`config.mk`:
```
export PLATFORM = sky130hd
export DESIGN_NAME = dff_exerciser_flat
export DESIGN_NICKNAME = d
export VERILOG_FILES = /design/src/rtl/dff_exer_pkg.sv /design/src/rtl/dff_exerciser_if.sv /design/src/rtl/dff_exerciser_lfsr8.sv /design/src/rtl/dff_exerciser.sv /design/src/flat_wrapper.sv
export SDC_FILE = /design/constraint.sdc
export NUM_CORES = 1
export LEC_CHECK = 0
export ABC_AREA = 1
export CORE_MARGIN = 2
export CORE_UTILIZATION = 58
export CTS_CLUSTER_SIZE = 25
export DETAILED_ROUTE_END_ITERATION = 12
export PLACE_DENSITY = 0.85
export SYNTH_ARGS = -nofsm -noshare
export SYNTH_HDL_FRONTEND = slang
export SYNTH_SLANG_ARGS = --single-unit
export TNS_END_PERCENT = 50
```
`constraint.sdc`:
```
create_clock -name clk -period 1.8 [get_ports clk]
set_input_delay 0.36 -clock clk [delete_from_list [all_inputs] [get_ports clk]]
set_output_delay 0.36 -clock clk [all_outputs]
set_load 0.02 [all_outputs]
```
`src/rtl/dff_exer_pkg.sv`:
```
// Shared types and constants for the DFF exerciser: FSM states, LFSR taps and seed handling.
package dff_exer_pkg;

   typedef enum logic [2:0] {
      IDLE,
      ASSERT_RST,
      DRIVE,
      DRAIN,
      DONE
   } state_e;

   // Taps for x^8+x^6+x^5+x^4+1 on a shift-left register (bits 7,5,4,3).
   localparam logic [7:0] LFSR_TAPS     = 8'hB8;
   localparam logic [7:0] SEED_ZERO_SUB = 8'h01;

   function automatic logic [7:0] lfsr_next(input logic [7:0] v);
      return {v[6:0], ^(v & LFSR_TAPS)};
   endfunction

endpackage

```
`src/rtl/dff_exerciser_if.sv`:
```
// Run control, status and DFF-under-test signals of the exerciser; master is the exerciser side.
interface dff_exerciser_if #(
   parameter int WIDTH = 4
);
   logic             start;
   logic [7:0]       seed;
   logic             busy;
   logic             done;
   logic             pass;
   logic [7:0]       err_count;
   logic             dut_rst;
   logic [WIDTH-1:0] dut_d;
   logic [WIDTH-1:0] dut_q;

   modport master (
      input  start, seed, dut_q,
      output busy, done, pass, err_count, dut_rst, dut_d
   );

   modport slave (
      output start, seed, dut_q,
      input  busy, done, pass, err_count, dut_rst, dut_d
   );
endinterface

```
`src/rtl/dff_exerciser_lfsr8.sv`:
```
// 8-bit Fibonacci LFSR; load has priority over advance, resets to 8'h01.
module lfsr8
   import dff_exer_pkg::*;
(
   input  logic       clk,
   input  logic       rst,
   input  logic       load,
   input  logic [7:0] seed,
   input  logic       en,
   output logic [7:0] value
);

   logic [7:0] value_q;
   logic [7:0] value_d;

   always_comb begin
      value_d = value_q;
      if (load) begin
         value_d = seed;
      end else if (en) begin
         value_d = lfsr_next(value_q);
      end
   end

   always_ff @(posedge clk or posedge rst) begin
      if (rst) begin
         value_q <= SEED_ZERO_SUB;
      end else begin
         value_q <= value_d;
      end
   end

   assign value = value_q;

endmodule

```
`src/rtl/dff_exerciser.sv`:
```
// Drives reset then LFSR vectors into a DFF under test and counts Q mismatches against a one-cycle model.
// WIDTH must not exceed 8 (vectors are the low bits of the LFSR).
module dff_exerciser
   import dff_exer_pkg::*;
#(
   parameter int WIDTH       = 4,
   parameter int NUM_VECTORS = 16,
   parameter int RST_CYCLES  = 2
) (
   input logic              clk,
   input logic              rst,
   dff_exerciser_if.master  bus
);

   localparam logic [7:0] RST_LAST = 8'(RST_CYCLES - 1);
   localparam logic [7:0] NV_LAST  = 8'(NUM_VECTORS - 1);

   state_e           state_q, state_d;
   logic [7:0]       cnt_q, cnt_d;
   logic [7:0]       err_q, err_d;
   logic             pass_q, pass_d;
   logic [WIDTH-1:0] exp_q, exp_d;
   logic [WIDTH-1:0] last_q, last_d;

   logic             lfsr_load;
   logic             lfsr_en;
   logic [7:0]       lfsr_seed;
   logic [7:0]       lfsr_val;
   logic             dut_rst_c;
   logic [WIDTH-1:0] dut_d_c;
   logic             cmp_en;

   assign lfsr_seed = (bus.seed == 8'h00) ? SEED_ZERO_SUB : bus.seed;

   lfsr8 u_lfsr (
      .clk   (clk),
      .rst   (rst),
      .load  (lfsr_load),
      .seed  (lfsr_seed),
      .en    (lfsr_en),
      .value (lfsr_val)
   );

   always_comb begin
      state_d   = state_q;
      cnt_d     = cnt_q;
      err_d     = err_q;
      pass_d    = pass_q;
      last_d    = last_q;
      lfsr_load = 1'b0;
      lfsr_en   = 1'b0;
      dut_rst_c = 1'b0;
      dut_d_c   = '0;
      cmp_en    = 1'b0;

      case (state_q)
         IDLE: begin
            if (bus.start) begin
               state_d   = ASSERT_RST;
               cnt_d     = 8'd0;
               err_d     = 8'd0;
               pass_d    = 1'b0;
               lfsr_load = 1'b1;
            end
         end
         ASSERT_RST: begin
            dut_rst_c = 1'b1;
            // First reset cycle still sees Q from before the DUT was cleared.
            cmp_en    = (cnt_q != 8'd0);
            if (cnt_q == RST_LAST) begin
               cnt_d   = 8'd0;
               state_d = DRIVE;
            end else begin
               cnt_d = cnt_q + 8'd1;
            end
         end
         DRIVE: begin
            dut_d_c = WIDTH'(lfsr_val);
            last_d  = dut_d_c;
            lfsr_en = 1'b1;
            cmp_en  = 1'b1;
            if (cnt_q == NV_LAST) begin
               cnt_d   = 8'd0;
               state_d = DRAIN;
            end else begin
               cnt_d = cnt_q + 8'd1;
            end
         end
         DRAIN: begin
            dut_d_c = last_q;
            cmp_en  = 1'b1;
            state_d = DONE;
         end
         DONE: begin
            pass_d  = (err_q == 8'd0);
            state_d = IDLE;
         end
         default: begin
            state_d = IDLE;
         end
      endcase

      if (cmp_en && (bus.dut_q != exp_q) && (err_q != 8'hFF)) begin
         err_d = err_q + 8'd1;
      end
   end

   assign exp_d = dut_rst_c ? '0 : dut_d_c;

   always_ff @(posedge clk or posedge rst) begin
      if (rst) begin
         state_q <= IDLE;
         cnt_q   <= 8'd0;
         err_q   <= 8'd0;
         pass_q  <= 1'b0;
         exp_q   <= '0;
         last_q  <= '0;
      end else begin
         state_q <= state_d;
         cnt_q   <= cnt_d;
         err_q   <= err_d;
         pass_q  <= pass_d;
         exp_q   <= exp_d;
         last_q  <= last_d;
      end
   end

   assign bus.dut_rst   = dut_rst_c;
   assign bus.dut_d     = dut_d_c;
   assign bus.busy      = (state_q != IDLE);
   assign bus.done      = (state_q == DONE);
   assign bus.pass      = pass_q;
   assign bus.err_count = err_q;

endmodule

```
`src/flat_wrapper.sv`:
```
// flat-port wrapper written by rule: the top's interface ports become plain ports
module dff_exerciser_flat import dff_exer_pkg::*;
#(
   parameter int WIDTH       = 4,
   parameter int NUM_VECTORS = 16,
   parameter int RST_CYCLES  = 2
)
  (clk, rst, bus_start, bus_seed, bus_dut_q, bus_busy, bus_done, bus_pass, bus_err_count, bus_dut_rst, bus_dut_d);
  dff_exerciser_if #(.WIDTH(WIDTH)) bus_i ();
  input logic clk;
  input logic rst;
  input wire logic [$bits(bus_i.start)-1:0] bus_start;
  input wire logic [$bits(bus_i.seed)-1:0] bus_seed;
  input wire logic [$bits(bus_i.dut_q)-1:0] bus_dut_q;
  output wire logic [$bits(bus_i.busy)-1:0] bus_busy;
  output wire logic [$bits(bus_i.done)-1:0] bus_done;
  output wire logic [$bits(bus_i.pass)-1:0] bus_pass;
  output wire logic [$bits(bus_i.err_count)-1:0] bus_err_count;
  output wire logic [$bits(bus_i.dut_rst)-1:0] bus_dut_rst;
  output wire logic [$bits(bus_i.dut_d)-1:0] bus_dut_d;
  assign bus_i.start = bus_start;
  assign bus_i.seed = bus_seed;
  assign bus_i.dut_q = bus_dut_q;
  assign bus_busy = bus_i.busy;
  assign bus_done = bus_i.done;
  assign bus_pass = bus_i.pass;
  assign bus_err_count = bus_i.err_count;
  assign bus_dut_rst = bus_i.dut_rst;
  assign bus_dut_d = bus_i.dut_d;
  dff_exerciser #(.WIDTH(WIDTH), .NUM_VECTORS(NUM_VECTORS), .RST_CYCLES(RST_CYCLES)) u_core (.clk(clk), .rst(rst), .bus(bus_i));
endmodule
```
==> results of run 1 <==
==> worst max-delay path: cells and delay by family, from the launching register on <==
kind	cells	cell delay, ns
compound gates	1	0.07
buf+inv	3	0.38
flops	1	0.44
simple gates	3	0.22
==> Yosys cell counts, types with 3 or more instances <==
master	n
nand2_1	60
dfrtp_1	35
inv_1	35
o21ai_0	27
nand3_1	19
nor2_1	15
nand4_1	10
xor2_1	8
ha_1	5
nor2_4	4
a21oi_1	3
inv_2	3
nor3_1	3
o21ai_2	3
==> state kept, by name (all words and copies together), names as in the netlist <==
name and flops:
u_core.bus.err_count 8, u_core.bus.pass 1, u_core.cnt_q 8, u_core.exp_q 4, u_core.last_q 4, u_core.state_q 3
u_core.u_lfsr.value 8
==> per-stage QoR <==
step	utilization [%]	hold slack [ns]	setup TNS [ns]
4_1_cts	78.4	0.271	-0.112
6_report	79.0	0.261	-0.0543
3_5_place_dp	75.9	0.460	-0.770
5_1_grt	79.0	0.278	-0.385
2_1_floorplan	-	0.446	0
3_3_place_gp	75.9	0.436	-0.396
==> power groups by stage <==
stage / Combinational [µW] / Clock, µW / Sequential [µW]
3_3_place_gp: 659 / 0 / 994
4_1_cts: 662 / 583 / 990
3_5_place_dp: 684 / 0 / 1010
2_1_floorplan: 303 / 0 / 1090
6_report: 659 / 577 / 989
5_1_grt: 730 / 624 / 1000
==> cell type report <==
type                    count  share of cell area (%)
repair buffers             51                    16.8
clock buffers               5                    1.40
inverters                  40                    5.89
multi-input cells         177                    38.5
clock inverters             3                    1.59
flip-flops and latches     36                    33.7
well taps                  46                    2.15
==> how the worst max path moves through the flow <==
stage                              end  slack [ns]
after floorplan           bus_dut_d[0]        0.12
after global placement    bus_dut_d[0]       -0.11
after detailed placement  bus_dut_d[2]       -0.20
after CTS                 bus_dut_d[0]       -0.05
after global routing      bus_dut_d[3]        -0.1
final                     bus_dut_d[2]       -0.02
==> cells by family (layout without fill, tap and decap cells) <==
group                      after synthesis  count (layout)  share of synthesized area (%)
and+or+nand+nor                        121             121                           29.7
buffers and inverters                   42              99                           7.99
AOI/OAI and AO/OA                       41              41                           11.4
DFF                                     36              36                           43.6
xor gates and xnor gates                10              10                           4.24
adders and majority gates                5               5                           3.02
==> per-layer routing <==
| layer | track usage (%) | up-vias | routed length [µm] |
|---|---|---|---|
| met5 | 0 | - | 0 |
| met4 | 8.97 | 0 | 70 |
| met1 | 30.2 | 891 | 1980 |
| met3 | 6.61 | 11 | 218 |
| met2 | 42.0 | 52 | 2240 |
| li1 | - | 947 | - |
==> repair_timing <==
| item | 4_1_cts | 5_1_grt |
|---|---|---|
| pin swaps | 2 | 2 |
| resized for setup | 45 | 13 |
| hold buffers | 0 | 0 |
| buffers inserted | 2 | 0 |
| endpoints found under the setup margin | 12 | 8 |
==> metrics.csv, run 1 <==
stage;metric;value;unit
sta;Slew headroom;74.2;%
floorplanning;IO Pins;31;
logic_synthesis;Synth warnings;0;
detailed_routing;WL/cell;12.6;µm
cells_and_area;FILL cells;230;
cells_and_area;Final Cell Area;2680;µm²
logic_synthesis;leading area contributor after synthesis;dfrtp_1;
hold_path;hold crit path type;in -> async;
sta;Clock Skew;0.0127;ns
status;failing checks;negative setup slack;
clock_tree;clk slew on worst S/H paths;0.12;ns
setup_path;Crit. Startpoint;u_core.state_q[2];
floorplanning;core area;3390;µm²
power;Int Pwr;1460;µW
power;Switching Power;765;µW
cells_and_area;fin cells;358;
global_route;GRT Residual Overflow;0;
setup_path;CP cell instances;buf_6, nor2_4, nand2_4, inv_6, nand2_2, o21ai_1, buf_4;
placement;gpl congestion;0.850;
power;combinational fraction of design power;29.6;%
sta;Final setup viols;3;
setup_path;path depth of the worst reg2reg path;10;
power;Power Density;831;nW/µm²
clock_tree;H-Tree Depth;2;
logic_synthesis;post-synth top area share;42.3;%
status;status;complete, but fails checks;
global_route;global router's overall resource usage;24.8;%
sta;Least-Margin Pin Slew;0.386;ns
setup_path;CP max stage cell;dfrtp_1;
clock_tree;CTS max path bufs;2;
logic_synthesis;Post-Syn Instances;255;
sta;Final period util;101;%
power;total power;2230;µW
cells_and_area;final antenna diode count;0;
detailed_routing;drt drc;0;
placement;I/O Buffers;30;
detailed_routing;Vias/cell;5.31;
logic_synthesis;ranking of synthesized cells by area;dfrtp_1, nand2_1, o21ai_0, inv_1, nand3_1;
global_route;largest net degree at the start of global routing;22;
power;Clock Power Share;25.9;%
clock_tree;CTS buffer count;5;
global_route;antenna violations before repair;0;
cells_and_area;register area;903;µm²
logic_synthesis;Seq cells post-synth;36;
setup_path;reg2reg end;u_core.cnt_q[4];
power;Worst VDD drop;0.475;mV
detailed_routing;DR iter-0 viols;180;
setup_path;WP data required;1.44;ns
setup_path;Reg-to-Reg Start;u_core.state_q[2];
sta;Final Slew Violations;0;
cells_and_area;area taken by multi-input logic gates;1030;µm²
logic_synthesis;Synth cell types;32;
logic_synthesis;Netlist Area Pre-Place;2070;µm²
placement;Place WS;-0.200;ns
sta;min Tclk post-route;1.82;ns
setup_path;WS Path Type;reg -> out;
power;sw frac;34.4;%
setup_path;Reg2Reg Setup Slack;0.21;ns
floorplanning;DIE WIDTH;63.7;µm
logic_synthesis;sequential area share after synthesis;43.6;%
floorplanning;Initial Utilization;61.0;%
sta;worst setup margin;-0.0214;ns
setup_path;CP endpoint kind;output pin;
run;max cap viols;0;
global_route;vias in the first global route;1857;
logic_synthesis;Post-Syn Nets;275;
cells_and_area;most frequent cells in the layout;nand2_1, inv_1, dfrtp_1;
logic_synthesis;prevailing post-synth register cell;dfrtp_1;
logic_synthesis;FFs w/ async S/R, synth;100;%
clock_tree;Clk Latency, worst-skew pair;0.36;ns
setup_path;CP max stage delay;0.44;ns
clock_tree;CTS tree;done;
detailed_routing;Post-Route WL;4510;µm
power;Seq pwr share;44.4;%
cells_and_area;P&R area growth vs syn;29.5;%
cells_and_area;most common cell after layout, fill and taps aside;nand2_1;
sta;top achievable clock speed;549;MHz
logic_synthesis;syn avg cell area;8.11;µm²
floorplanning;Core Rows;21;
sta;Hold Violations, Final;0;
cells_and_area;layout cells sized above 1;21.5;%
detailed_routing;routed vias;1901;
clock_tree;Sink Count;36;
floorplanning;die height;63.7;µm
setup_path;crit-path max FO;6;
sta;unrepaired setup endpoints after global routing;yes;
placement;placed inst area;2570;µm²
clock_tree;root buf cell;clkbuf_4;
placement;# placed instances;348;
floorplanning;die area;4060;µm²
setup_path;crit path DAT;1.46;ns
cells_and_area;nets;331;
detailed_routing;drt pass-1 iters;5;
placement;HPWL Detailed;3400;µm
setup_path;Worst setup SP type;flip-flop;
global_route;first-pass GRT wire length;7820;µm
logic_synthesis;Post-synth EDFFs;0;
detailed_routing;DRT antenna net count;0;
power;Leak Pwr;0.00135;µW
Note: power is estimated with default switching activity, not from simulation.
==> run 2: changes to the inputs <==
- GPL_ROUTABILITY_DRIVEN: not set -> 0
- SKIP_LAST_GASP: not set -> 1
==> metrics.csv, run 2 (synthesized netlist as in run 1, its figures left out) <==
stage;metric;value;unit;change
setup_path;Reg-to-Reg Start;u_core.state_q[2];;
placement;# placed instances;348;;unchanged
sta;top achievable clock speed;543;MHz;-1.0%
setup_path;WP data required;1.44;ns;about the same
detailed_routing;routed vias;1905;;+0.21%
setup_path;Reg2Reg Setup Slack;0.21;ns;about the same
hold_path;hold crit path type;in -> async;;
detailed_routing;Post-Route WL;4510;µm;unchanged
floorplanning;Core Rows;21;;unchanged
global_route;vias in the first global route;1857;;unchanged
run;max cap viols;0;;unchanged
detailed_routing;DRT antenna net count;0;;unchanged
floorplanning;core area;3390;µm²;unchanged
cells_and_area;most frequent cells in the layout;nand2_1, inv_1, dfrtp_1;;
setup_path;Buf+Inv Stages, Crit Path;1;;-2
clock_tree;CTS tree;done;;
setup_path;WS Path Type;reg -> out;;
cells_and_area;fin util;79.1;%;+0.11 points
sta;hold slack;0.261;ns;+0.0000490 ns
placement;placed inst area;2570;µm²;unchanged
cells_and_area;most common cell after layout, fill and taps aside;nand2_1;;
clock_tree;Sink Count;36;;unchanged
clock_tree;H-Tree Depth;2;;unchanged
setup_path;path depth of the worst reg2reg path;10;;unchanged
floorplanning;die area;4060;µm²;unchanged
sta;Least-Margin Pin Slew;0.392;ns;+0.00676 ns
sta;Final Slew Violations;0;;unchanged
sta;worst setup margin;-0.0406;ns;-0.0192 ns
power;Power Density;844;nW/µm²;+1.5%
setup_path;CP Depth;1;;-6
cells_and_area;Final Cell Area;2680;µm²;+0.14%
power;Leak Pwr;0.00134;µW;-1.2%
floorplanning;DIE WIDTH;63.7;µm;unchanged
sta;unrepaired setup endpoints after global routing;yes;;
global_route;largest net degree at the start of global routing;22;;unchanged
clock_tree;clk slew on worst S/H paths;0.12;ns;about the same
cells_and_area;layout cells sized above 1;21.8;%;+0.32 points
sta;Slew headroom;73.8;%;-0.45 points
setup_path;crit-path max FO;5;;-1
global_route;GRT Residual Overflow;0;;unchanged
setup_path;reg2reg end;u_core.cnt_q[4];;
clock_tree;CTS buffer count;5;;unchanged
placement;HPWL Detailed;3400;µm;unchanged
global_route;antenna violations before repair;0;;unchanged
global_route;first-pass GRT wire length;7820;µm;unchanged
sta;Clock Skew;0.0153;ns;+0.00262 ns
sta;Hold Violations, Final;0;;unchanged
clock_tree;CTS max path bufs;2;;unchanged
sta;Final setup viols;8;;+5
setup_path;CP max stage delay;0.64;ns;+0.20 ns
cells_and_area;nets;331;;unchanged
setup_path;CP cell instances;clkdlybuf4s50_1;;
detailed_routing;WL/cell;12.6;µm;unchanged
clock_tree;Clk Latency, worst-skew pair;0.36;ns;about the same
floorplanning;Initial Utilization;61.0;%;unchanged
cells_and_area;fin cells;358;;unchanged
status;failing checks;negative setup slack;;
setup_path;worst setup path end;bus_err_count[6];;
detailed_routing;Vias/cell;5.32;;+0.21%
cells_and_area;final antenna diode count;0;;unchanged
placement;I/O Buffers;30;;unchanged
cells_and_area;P&R area growth vs syn;29.7;%;
status;status;complete, but fails checks;;
floorplanning;IO Pins;31;;unchanged
detailed_routing;drt drc;0;;unchanged
detailed_routing;drt pass-1 iters;5;;unchanged
setup_path;Crit. Startpoint;u_core.bus.err_count[6];;
setup_path;Worst path top cell family by delay;buffers and inverters;;
floorplanning;die height;63.7;µm;unchanged
power;Worst VDD drop;0.475;mV;about the same
sta;Final period util;102;%;+1.1 points
sta;min Tclk post-route;1.84;ns;+0.0192 ns
global_route;global router's overall resource usage;24.8;%;unchanged
clock_tree;root buf cell;clkbuf_4;;
detailed_routing;DR iter-0 viols;235;;+31%
setup_path;CP max stage cell;clkdlybuf4s50_1;;
placement;Place WS;-0.200;ns;unchanged
setup_path;Worst setup SP type;flip-flop;;
setup_path;crit path DAT;1.48;ns;+0.02 ns
setup_path;CP endpoint kind;output pin;;
==> run 2: worst min-delay path by stage <==
| stage | end | cells past startpoint | slack (ns) |
|---|---|---|---|
| floorplan | u_core.u_lfsr.value[0] | 2 | 0.45 |
| global placement | u_core.state_q[2] | 1 | 0.44 |
| detailed placement | u_core.state_q[2] | 1 | 0.46 |
| CTS | u_core.last_q[1] | 2 | 0.27 |
| global route | u_core.last_q[1] | 2 | 0.28 |
| finish | u_core.last_q[1] | 2 | 0.26 |
==> run 2: power by group <==
| part | leakage [µW] | total (µW) | internal [µW] | switching, µW |
|---|---|---|---|---|
| clock network | 0.0000412 | 580 | 289 | 291 |
| logic | 0.000898 | 689 | 317 | 372 |
| registers | 0.000400 | 994 | 888 | 107 |
==> run 2: repair_timing <==
action                                  4_1_cts  5_1_grt
endpoints found under the setup margin       12       13
resized for setup                            37       16
hold buffers                                  0        0
buffers inserted                              2        0
pin swaps                                     2        2
==> run 2: metal layers <==
layer,routed length (µm),vias up,global-route usage [%]
met5,0,-,0
met4,71,0,8.97
met3,199,11,6.61
met2,2230,51,42.0
met1,2000,898,30.2
li1,-,945,-
==> run 2: cell type report <==
cell class	count	area (µm²)
clock inverter	3	42.5
timing repair buffer	51	452
fill	227	707
clock buffer	5	37.5
inverter	40	158
sequential	36	905
tap	46	57.6
multi-input combinational	177	1030
==> run 2: through the flow <==
stage	total power, µW	setup TNS (ns)
3_5_place_dp	1690	-0.770
5_1_grt	2390	-0.690
6_report	2260	-0.151
2_1_floorplan	1390	0
3_3_place_gp	1650	-0.396
4_1_cts	2270	-0.276
==> run 3: changes to the inputs <==
- CORE_UTILIZATION: 58 -> 54
- PLACE_DENSITY: 0.85 -> 0.8
- clock period: 1.8 -> 1.9 ns (I/O delays scaled with it)
==> metrics.csv, run 3 (synthesized netlist as in run 1, its figures left out) <==
stage;metric;value;unit;change
status;status;complete, but fails checks;;
status;failing checks;negative setup slack;;
clock_tree;CTS buffer count;5;;unchanged
clock_tree;post-CTS setup buffer count;0;;-2
placement;HPWL Detailed;3290;µm;-3.1%
power;Leak Pwr;0.00133;µW;-0.68%
detailed_routing;Post-Route WL;4420;µm;-2.0%
setup_path;WP data required;1.52;ns;+0.08 ns
global_route;antenna violations before repair;0;;unchanged
placement;I/O Buffers;30;;unchanged
floorplanning;Core Rows;22;;+4.8%
clock_tree;Sink Count;36;;unchanged
setup_path;Worst setup SP type;flip-flop;;
sta;min Tclk post-route;2.01;ns;
placement;Place WS;-0.139;ns;+0.0611 ns
sta;Final setup viols;4;;-4
sta;Hold Violations, Final;0;;unchanged
global_route;first-pass GRT wire length;7510;µm;-3.9%
setup_path;CP endpoint kind;output pin;;
global_route;GRT Residual Overflow;0;;unchanged
detailed_routing;routed vias;1831;;-3.9%
global_route;global router's overall resource usage;22.9;%;-1.8 points
clock_tree;CTS tree;done;;
setup_path;crit path DAT;1.63;ns;+0.15 ns
detailed_routing;DRT antenna net count;0;;unchanged
sta;Final period util;106;%;
floorplanning;Initial Utilization;56.5;%;-4.5 points
sta;unrepaired setup endpoints after global routing;yes;;
detailed_routing;WL/cell;12.4;µm;-1.1%
cells_and_area;most frequent cells in the layout;nand2_1, dfrtp_1, inv_1;;
cells_and_area;nets;326;;-1.5%
clock_tree;CTS max path bufs;2;;unchanged
power;Worst VDD drop;0.545;mV;+15%
hold_path;hold crit path type;reg -> reg;;
sta;top achievable clock speed;498;MHz;
cells_and_area;most common cell after layout, fill and taps aside;nand2_1;;
clock_tree;H-Tree Depth;2;;unchanged
global_route;vias in the first global route;1727;;-7.0%
floorplanning;die height;65.9;µm;+3.4%
clock_tree;clk slew on worst S/H paths;0.07;ns;-0.05 ns
sta;Slew headroom;70.5;%;-3.2 points
global_route;largest net degree at the start of global routing;37;;+68%
clock_tree;Clk Latency, worst-skew pair;0.29;ns;-0.07 ns
detailed_routing;DR iter-0 viols;155;;-34%
floorplanning;IO Pins;31;;unchanged
sta;Clock Skew;0.0134;ns;-0.00188 ns
clock_tree;hold buffer count at cts;0;;unchanged
sta;hold slack;0.456;ns;+0.194 ns
cells_and_area;FILL cells;297;;+31%
run;max cap viols;0;;unchanged
detailed_routing;Vias/cell;5.16;;-3.1%
sta;Least-Margin Pin Slew;0.442;ns;+0.0496 ns
sta;Final Slew Violations;0;;unchanged
setup_path;crit-path max FO;8;;+3
cells_and_area;P&R area growth vs syn;26.8;%;
sta;worst setup margin;-0.106;ns;-0.0657 ns
floorplanning;core area;3660;µm²;+8.0%
floorplanning;die area;4340;µm²;+6.9%
clock_tree;root buf cell;clkbuf_8;;
detailed_routing;drt drc;0;;unchanged
cells_and_area;layout cells sized above 1;15.0;%;-6.8 points
detailed_routing;drt pass-1 iters;5;;unchanged
setup_path;WS Path Type;reg -> out;;
power;Power Density;791;nW/µm²;-6.3%
floorplanning;DIE WIDTH;65.9;µm;+3.4%
cells_and_area;final antenna diode count;0;;unchanged
## run 3: changes by cell type in the layout (fill, tap and decap cells not counted), sizes merged
cell / delta
buf: -11
bufinv: -1
clkbuf: +2
clkdlybuf4s15: +2
clkdlybuf4s50: +1
clkinv: -1
clkinvlp: -1
dlygate4sd2: +3
dlymetal6s2s: +1
## run 3: final cells by class
| class | count | area, µm² | share of cell area, % |
|---|---|---|---|
| flip-flops and latches | 36 | 902 | 34.4 |
| well taps | 48 | 60.1 | 2.29 |
| inverters | 40 | 155 | 5.92 |
| clock buffers | 8 | 80.1 | 3.05 |
| multi-input cells | 177 | 1000 | 38.2 |
| repair buffers | 46 | 424 | 16.2 |
## run 3: through the flow
step	total power (µW)	TNS (ns)	utilization, %	instance area [µm²]	instances
3_5_place_dp	1580	-0.393	69.3	2540	347
5_1_grt	2210	-0.674	71.6	2620	355
2_1_floorplan	1320	0	-	2070	255
6_report	2070	-0.221	71.6	2620	355
4_1_cts	2090	-0.705	71.5	2620	355
3_3_place_gp	1550	-0.175	69.3	2540	347
## run 3: report_power, final
group	switching (µW)	internal, µW	total [µW]
Sequential	116	837	954
Clock	255	260	516
Combinational	321	283	604
Total	693	1380	2070
## run 3: worst max-delay path: stages, from the launching register on
cell and delay [ns]:
dfrtp_1 0.36, inv_2 0.04, nor3_1 0.27, inv_2 0.12, o21ai_0 0.18, dlygate4sd2_1 0.36
## run 3: final timing paths
path	slack (ns)	end	start	cells past startpoint
setup / recovery	-0.11	bus_dut_d[1]	u_core.state_q[1]	5
hold / removal	0.46	u_core.state_q[2]	u_core.state_q[2]	1
setup reg to reg	0.37	u_core.cnt_q[2]	u_core.state_q[0]	9
hold reg to reg	0.46	u_core.state_q[2]	u_core.state_q[2]	1
max in group asynchronous	1.06	u_core.u_lfsr.value[0]	rst	3
min in group asynchronous	0.49	u_core.exp_q[0]	rst	3
## run 3: per-layer routing
metal | vias up | part of all wire [%] | GRT usage, %
met3 | 8 | 3.9 | 6.47
met2 | 40 | 49 | 39.9
met4 | 0 | 1.4 | 5.73
li1 | 931 | - | -
met1 | 852 | 45 | 27.8
met5 | - | 0 | 0
## run 3: repair_timing
item                                    CTS  global route
gates resized for setup                  11             3
cloned                                    0             0
endpoints found under the setup margin    7             7
